## src/rtl/uart_pkg.sv

```systemverilog
// -----------------------------------------------------------------------------
// uart_pkg
// Shared definitions for the UART transmit path.
//   - 3-bit state encoding of the transmit framing FSM (IDLE..STOP)
//   - line level constants for the serial output
// -----------------------------------------------------------------------------
package uart_pkg;

    localparam logic [2:0] ST_IDLE   = 3'd0;
    localparam logic [2:0] ST_SYNC   = 3'd1;
    localparam logic [2:0] ST_START  = 3'd2;
    localparam logic [2:0] ST_DATA   = 3'd3;
    localparam logic [2:0] ST_PARITY = 3'd4;
    localparam logic [2:0] ST_STOP   = 3'd5;

    typedef enum logic [2:0] {
        IDLE   = ST_IDLE,
        SYNC   = ST_SYNC,
        START  = ST_START,
        DATA   = ST_DATA,
        PARITY = ST_PARITY,
        STOP   = ST_STOP
    } tx_state_t;

    localparam logic LINE_IDLE  = 1'b1;
    localparam logic LINE_START = 1'b0;

endpackage

```

## src/rtl/uart_tx_shifter.sv

```systemverilog
// -----------------------------------------------------------------------------
// uart_tx_shifter
// Datapath of the transmit framer: load/shift register, data bit counter and
// running parity of the bits already driven onto the line.
// Optional feature: UART_TX_PARITY_EN adds the running parity register and the
// parity output port.
//
// Ports
//   tx_clk   in   clock, rising edge
//   rst      in   asynchronous active-low reset
//   load     in   capture data, clear counter and parity
//   shift    in   shift right by one (bit_out advances to the next data bit)
//   cnt_inc  in   advance the data bit counter
//   data     in   word to capture on load
//   bit_out  out  current LSB of the shift register
//   last     out  counter points at the final data bit
//   parity   out  XOR of all bits shifted out since load (parity build only)
// -----------------------------------------------------------------------------
module uart_tx_shifter
    import uart_pkg::*;
#(
    parameter int DATA_WIDTH = 8
) (
    input  logic                  tx_clk,
    input  logic                  rst,
    input  logic                  load,
    input  logic                  shift,
    input  logic                  cnt_inc,
    input  logic [DATA_WIDTH-1:0] data,
    output logic                  bit_out,
    output logic                  last
`ifdef UART_TX_PARITY_EN
    ,
    output logic                  parity
`endif
);

    localparam int CNT_W = $clog2(DATA_WIDTH);

    logic [DATA_WIDTH-1:0] shift_q;
    logic [CNT_W-1:0]      cnt_q;

    // NOTE: the shift register is an ordinary flop bank, not a memory, so it
    // gets a defined reset value like every other piece of state.
    always_ff @(posedge tx_clk or negedge rst) begin
        if (!rst) begin
            shift_q <= '0;
            cnt_q   <= '0;
        end else if (load) begin
            shift_q <= data;
            cnt_q   <= '0;
        end else begin
            if (shift) begin
                shift_q <= {1'b0, shift_q[DATA_WIDTH-1:1]};
            end
            if (cnt_inc) begin
                cnt_q <= cnt_q + CNT_W'(1);
            end
        end
    end

    assign bit_out = shift_q[0];
    // Compare against the last index so the counter stops before it could wrap.
    assign last    = (cnt_q == CNT_W'(DATA_WIDTH - 1));

`ifdef UART_TX_PARITY_EN
    logic par_q;

    // Every data bit leaves through bit_out on a shift, so XOR-ing at shift
    // time covers the whole word by the time the last bit is on the line.
    always_ff @(posedge tx_clk or negedge rst) begin
        if (!rst) begin
            par_q <= 1'b0;
        end else if (load) begin
            par_q <= 1'b0;
        end else if (shift) begin
            par_q <= par_q ^ shift_q[0];
        end
    end

    assign parity = par_q;
`endif

endmodule

```

## src/rtl/uart_tx_frame.sv

```systemverilog
// -----------------------------------------------------------------------------
// uart_tx_frame
// Transmit framing engine: accepts a parallel word, enables the baud
// generator, aligns to its first tick, then serialises start, data (LSB
// first), optional parity and STOP_BITS stop bits.
// Optional feature: define UART_TX_PARITY_EN to insert a parity bit
// (even, or odd when PARITY_ODD = 1) between the data and stop bits.
//
// Ports
//   tx_clk       in   clock, rising edge
//   rst          in   asynchronous active-low reset
//   tx_start     in   send request, sampled only in IDLE
//   tx_data      in   word to send, captured on the accepting edge
//   tx_tick      in   one-cycle bit-period strobe from the baud generator
//   baud_gen_en  out  baud generator enable, high outside IDLE
//   tx_serial    out  registered serial line, idles high
//   tx_busy      out  high from acceptance until the frame ends
//   tx_done      out  one-cycle pulse at the end of the last stop bit
// -----------------------------------------------------------------------------
module uart_tx_frame
    import uart_pkg::*;
#(
    parameter int DATA_WIDTH = 8,
    parameter int STOP_BITS  = 1,
    parameter int PARITY_ODD = 0
) (
    input  logic                  tx_clk,
    input  logic                  rst,
    input  logic                  tx_start,
    input  logic [DATA_WIDTH-1:0] tx_data,
    input  logic                  tx_tick,
    output logic                  baud_gen_en,
    output logic                  tx_serial,
    output logic                  tx_busy,
    output logic                  tx_done
);

    if (DATA_WIDTH < 5 || DATA_WIDTH > 9) begin : g_bad_data_width
        $error("uart_tx_frame: DATA_WIDTH must be 5..9");
    end
    if (STOP_BITS < 1 || STOP_BITS > 2) begin : g_bad_stop_bits
        $error("uart_tx_frame: STOP_BITS must be 1 or 2");
    end
    if (PARITY_ODD < 0 || PARITY_ODD > 1) begin : g_bad_parity_odd
        $error("uart_tx_frame: PARITY_ODD must be 0 or 1");
    end

    tx_state_t state_q, state_d;
    logic      serial_q, serial_d;
    logic      busy_q, busy_d;
    logic      done_q, done_d;
    logic      stop_cnt_q, stop_cnt_d;

    logic      load, shift, cnt_inc;
    logic      bit_out, last;
    logic      stop_last;

`ifdef UART_TX_PARITY_EN
    logic      parity;
`endif

    uart_tx_shifter #(
        .DATA_WIDTH (DATA_WIDTH)
    ) u_shifter (
        .tx_clk  (tx_clk),
        .rst     (rst),
        .load    (load),
        .shift   (shift),
        .cnt_inc (cnt_inc),
        .data    (tx_data),
        .bit_out (bit_out),
        .last    (last)
`ifdef UART_TX_PARITY_EN
        ,
        .parity  (parity)
`endif
    );

    assign stop_last = (STOP_BITS == 1) || stop_cnt_q;

    // NOTE: state registers use non-blocking assignments so every flop samples
    // the values from before the edge, independent of statement order.
    always_ff @(posedge tx_clk or negedge rst) begin
        if (!rst) begin
            state_q    <= IDLE;
            serial_q   <= LINE_IDLE;
            busy_q     <= 1'b0;
            done_q     <= 1'b0;
            stop_cnt_q <= 1'b0;
        end else begin
            state_q    <= state_d;
            serial_q   <= serial_d;
            busy_q     <= busy_d;
            done_q     <= done_d;
            stop_cnt_q <= stop_cnt_d;
        end
    end

    // NOTE: every signal written here gets a default first; a path that
    // skipped one would infer a latch.
    always_comb begin
        state_d    = state_q;
        serial_d   = serial_q;
        busy_d     = busy_q;
        done_d     = 1'b0;
        stop_cnt_d = stop_cnt_q;
        load       = 1'b0;
        shift      = 1'b0;
        cnt_inc    = 1'b0;

        case (state_q)
            IDLE: begin
                serial_d = LINE_IDLE;
                // done_q marks the cycle right after a frame; a request seen
                // then is dropped so the next acceptance is one cycle later.
                if (tx_start && !done_q) begin
                    load       = 1'b1;
                    busy_d     = 1'b1;
                    stop_cnt_d = 1'b0;
                    state_d    = SYNC;
                end
            end

            SYNC: begin
                // The baud counter free-runs while disabled; waiting for its
                // first tick gives a full-width start bit.
                if (tx_tick) begin
                    serial_d = LINE_START;
                    state_d  = START;
                end
            end

            START: begin
                if (tx_tick) begin
                    serial_d = bit_out;
                    shift    = 1'b1;
                    state_d  = DATA;
                end
            end

            DATA: begin
                if (tx_tick) begin
                    if (last) begin
`ifdef UART_TX_PARITY_EN
                        serial_d = parity ^ PARITY_ODD[0];
                        state_d  = PARITY;
`else
                        serial_d = LINE_IDLE;
                        state_d  = STOP;
`endif
                    end else begin
                        serial_d = bit_out;
                        shift    = 1'b1;
                        cnt_inc  = 1'b1;
                    end
                end
            end

`ifdef UART_TX_PARITY_EN
            PARITY: begin
                if (tx_tick) begin
                    serial_d = LINE_IDLE;
                    state_d  = STOP;
                end
            end
`endif

            STOP: begin
                if (tx_tick) begin
                    if (stop_last) begin
                        done_d  = 1'b1;
                        busy_d  = 1'b0;
                        state_d = IDLE;
                    end else begin
                        stop_cnt_d = 1'b1;
                    end
                end
            end

            default: begin
                serial_d = LINE_IDLE;
                busy_d   = 1'b0;
                state_d  = IDLE;
            end
        endcase
    end

    assign tx_serial   = serial_q;
    assign tx_busy     = busy_q;
    assign baud_gen_en = busy_q;
    assign tx_done     = done_q;

endmodule

```

## config.mk

```make
export PLATFORM = sky130hd
export DESIGN_NAME = uart_tx_frame
export DESIGN_NICKNAME = d
export VERILOG_FILES = /design/src/rtl/uart_pkg.sv /design/src/rtl/uart_tx_shifter.sv /design/src/rtl/uart_tx_frame.sv
export SDC_FILE = /design/constraint.sdc
export NUM_CORES = 1
export LEC_CHECK = 0
export ABC_AREA = 1
export CORE_MARGIN = 1
export CORE_UTILIZATION = 30
export CTS_BUF_LIST = sky130_fd_sc_hd__clkbuf_8
export CTS_CLUSTER_DIAMETER = 150
export DETAILED_ROUTE_END_ITERATION = 16
export GPL_TIMING_DRIVEN = 0
export PLACE_DENSITY_LB_ADDON = 0.1
export SYNTH_ARGS = -nofsm -noshare
export SYNTH_HDL_FRONTEND = slang
export SYNTH_SLANG_ARGS = --single-unit
```

## constraint.sdc

```tcl
create_clock -name tx_clk -period 1.64 [get_ports tx_clk]
set_clock_uncertainty 0.15 [all_clocks]
set_input_delay 0.246 -clock tx_clk [delete_from_list [all_inputs] [get_ports tx_clk]]
set_output_delay 0.246 -clock tx_clk [all_outputs]
set_load 0.03 [all_outputs]
```

==> results_dict.tcl <==
set metrics [dict create \
    status "complete, no violations" \
    clkPwrFrac 0.135 \
    antenna_found_initial 0 \
    reg2reg_to "u_shifter.shift_q[5]$_DFFE_PN0P_" \
    synth-simple-area-share 0.451 \
    critPathKind "reg2out" \
    io_buffer_count 15 \
    avgSynthCellArea_um2 8.25 \
    cp.required_ns 1.24 \
    synth_top_family_by_area "simple AND/OR/NAND/NOR gates" \
    totalWireLength_mm 2.24 \
    syn_area_um2 1060 \
    seqPwrFrac 0.289 \
    synth_compound_area_frac 0.0364 \
    grt_max_degree 18 \
    dp.cells 190 \
    syn2layout_area_growth_pct 24.1 \
    worstPathCellList "dlygate4sd2_1" \
    cts-resized-gates 4 \
    fin_crit_ns 1.57 \
    place_area_um2 1270 \
    detail_route.iter0.violations 24 \
    ys_ff_latch 17 \
    antenna_left 0 \
    dr.pass1.iters 4 \
    cts_buffers 3 \
    yosys_warnings 0 \
    powerDensity_nw_per_um2 1830 \
    fin_crit_sh 0.954 \
    route.detailed.drc 0 \
    insertion_delay_ns 0.25 \
    leakage_nw 0.679 \
    fmax_mhz 639 \
    path_delay_family "flip-flops" \
    tightest_slew_ns 0.796 \
    pin_count 16 \
    irDropWorstVdd_uv 610 \
    drive_above_1_share 0.203 \
    cp-start-kind "flip-flop" \
    core-area_um2 3360 \
    final_common_cell "nand2_1" \
    maxCapViolCount 0 \
    mostFrequentLayoutCells "nand2_1 (48), dfrtp_1 (16), nand3_1 (15)" \
    r2r_slack_ns 0.09 \
    reg2regPathDepth 7 \
    critPathBufInv 1 \
    critPathMaxFanout 2 \
    die-area_um2 3790 \
    cts_tree "done" \
    crit_end "tx_serial" \
    h-tree-depth 1 \
    slew-limit-headroom 0.468 \
    setup_viol_count_final 0 \
    switchingPower_mw 1.13 \
    p_comb_frac 0.576 \
    sw_frac_of_total 0.466 \
    muxShareOfSynthArea 0 \
    dp_hpwl_mm 1.62 \
    async_flop_share 1.00 \
    fp.dieW_um 61.6 \
    post_cts_buffers 0 \
    synth_edf_count 0 \
    worstSetupPathDepth 1 \
    fin_ws_ns 0.0747 \
    synth_xor_area_frac 0 \
    cts_hold_buffers 0 \
    root_buffer "clkbuf_8" \
    worstSetupEndpointType "primary output" \
    crit_path_max_incr_delay_ns 0.53 \
    synth-adder-area-share 0.0235 \
    reg2reg_from "u_shifter.cnt_q[0]$_DFFE_PN0P_" \
    design_area_um2 1320 \
    grt_use_total 0.139 \
    grt_pass1_wl_mm 3.86 \
    yosysTopAreaCellShare 0.376 \
    place_ws_ns -0.163 \
    synthTopCellsByArea "dfrtp_1 (38%), nand2_1 (17%), nand3_1 (7.1%)" \
    p_total_mw 2.41 \
    gr-total-overflow 0 \
    arrival_ns 1.17 \
    via_per_inst 4.55 \
    utilization 0.393 \
    yosysUniqueCellTypes 24 \
    place_congestion 0.783 \
    start_util 0.317 \
    p_int_mw 1.29 \
    num_rows 21 \
    final_nets 163 \
    ys_seq_area_frac 0.401 \
    hold_path_class "in2async" \
    yosys.area.top_type "dfrtp_1" \
    syn_nets 143 \
    crit_slowest_cell "dfstp_2" \
    vias 883 \
    maxSlewViolCount 0 \
    cts.path.max_buffers 2 \
    wl_per_cell_um 11.6 \
    fillCellCount 381 \
    startpoint "tx_serial$_DFFE_PN1P_" \
    fp.dieH_um 61.6 \
    final_cells 194 \
    finalHoldViolCount 0 \
    cts_sinks 17 \
    antenna_cells 0 \
    grt_pass1_vias 866 \
    postSynthCellCount 129 \
    ys.flop_type "dfrtp_1" \
    clkTransAtPathRegs_ns 0.08 \
]
-- layer usage --
layer,up-vias,track usage,share of wire
li1,456,-,-
met1,414,0.195,0.50
met2,11,0.217,0.46
met3,2,0.0210,0.037
met4,0,0.0476,0.0085
met5,-,0,0
-- power by group through the flow --
stage / combinational [mW] / sequential (mW) / clock [mW]
6_report: 1.39 / 0.697 / 0.326
5_1_grt: 1.59 / 0.711 / 0.360
4_1_cts: 1.41 / 0.698 / 0.339
3_5_place_dp: 1.43 / 0.706 / 0
3_3_place_gp: 1.42 / 0.701 / 0
2_1_floorplan: 1.07 / 0.741 / 0
-- synthesized netlist by cell type, types with 2 or more instances --
master	count
nand2_1	48
inv_1	5
a21oi_1	3
nor2_4	5
nand3_1	15
nand4_1	7
o21ai_0	3
nor2_2	2
nand2_4	3
inv_2	2
buf_6	4
nor2_1	4
dfrtp_1	16
ha_1	2
-- worst min-delay path by stage --
stage / end / start / slack (ns) / cells after the start
2_1_floorplan: baud_gen_en$_DFFE_PN0P_ / rst / -0.20 / 0
6_report: u_shifter.cnt_q[2]$_DFFE_PN0P_ / rst / 0.30 / 1
3_5_place_dp: u_shifter.cnt_q[0]$_DFFE_PN0P_ / u_shifter.cnt_q[0]$_DFFE_PN0P_ / 0.32 / 1
5_1_grt: u_shifter.cnt_q[0]$_DFFE_PN0P_ / u_shifter.cnt_q[0]$_DFFE_PN0P_ / 0.35 / 1
3_3_place_gp: u_shifter.cnt_q[0]$_DFFE_PN0P_ / u_shifter.cnt_q[0]$_DFFE_PN0P_ / 0.32 / 1
4_1_cts: u_shifter.cnt_q[0]$_DFFE_PN0P_ / u_shifter.cnt_q[0]$_DFFE_PN0P_ / 0.33 / 1
-- stage by stage --
step | hold WS, ns | TNS (ns)
after CTS | 0.333 | 0
after detailed placement | 0.322 | -1.34
after global routing | 0.354 | -0.00457
final | 0.301 | 0
after floorplan | -0.200 | 0
after global placement | 0.319 | -1.20
-- state kept, by name, indices dropped and copies added (netlist names) --
| signal | count |
|---|---|
| u_shifter.shift_q | 8 |
| state_q | 3 |
| u_shifter.cnt_q | 3 |
| baud_gen_en | 1 |
| tx_done | 1 |
| tx_serial | 1 |
-- cell type report --
class,count,area (um^2),share of cell area
clock buffers,3,41.3,0.0312
plain buffers,5,52.6,0.0398
repair buffers,15,145,0.110
inverters,9,41.3,0.0312
multi-input cells,98,552,0.418
well taps,46,57.6,0.0436
clock inverters,1,5.00,0.00379
flip-flops and latches,17,427,0.323
-- cell families after synthesis --
logic type	Yosys count
adders and majority gates	2
AOI/OAI and AO/OA	7
and+or+nand+nor	89
DFF	17
buffers and inverters	14
(Power assumes the default switching activity.)
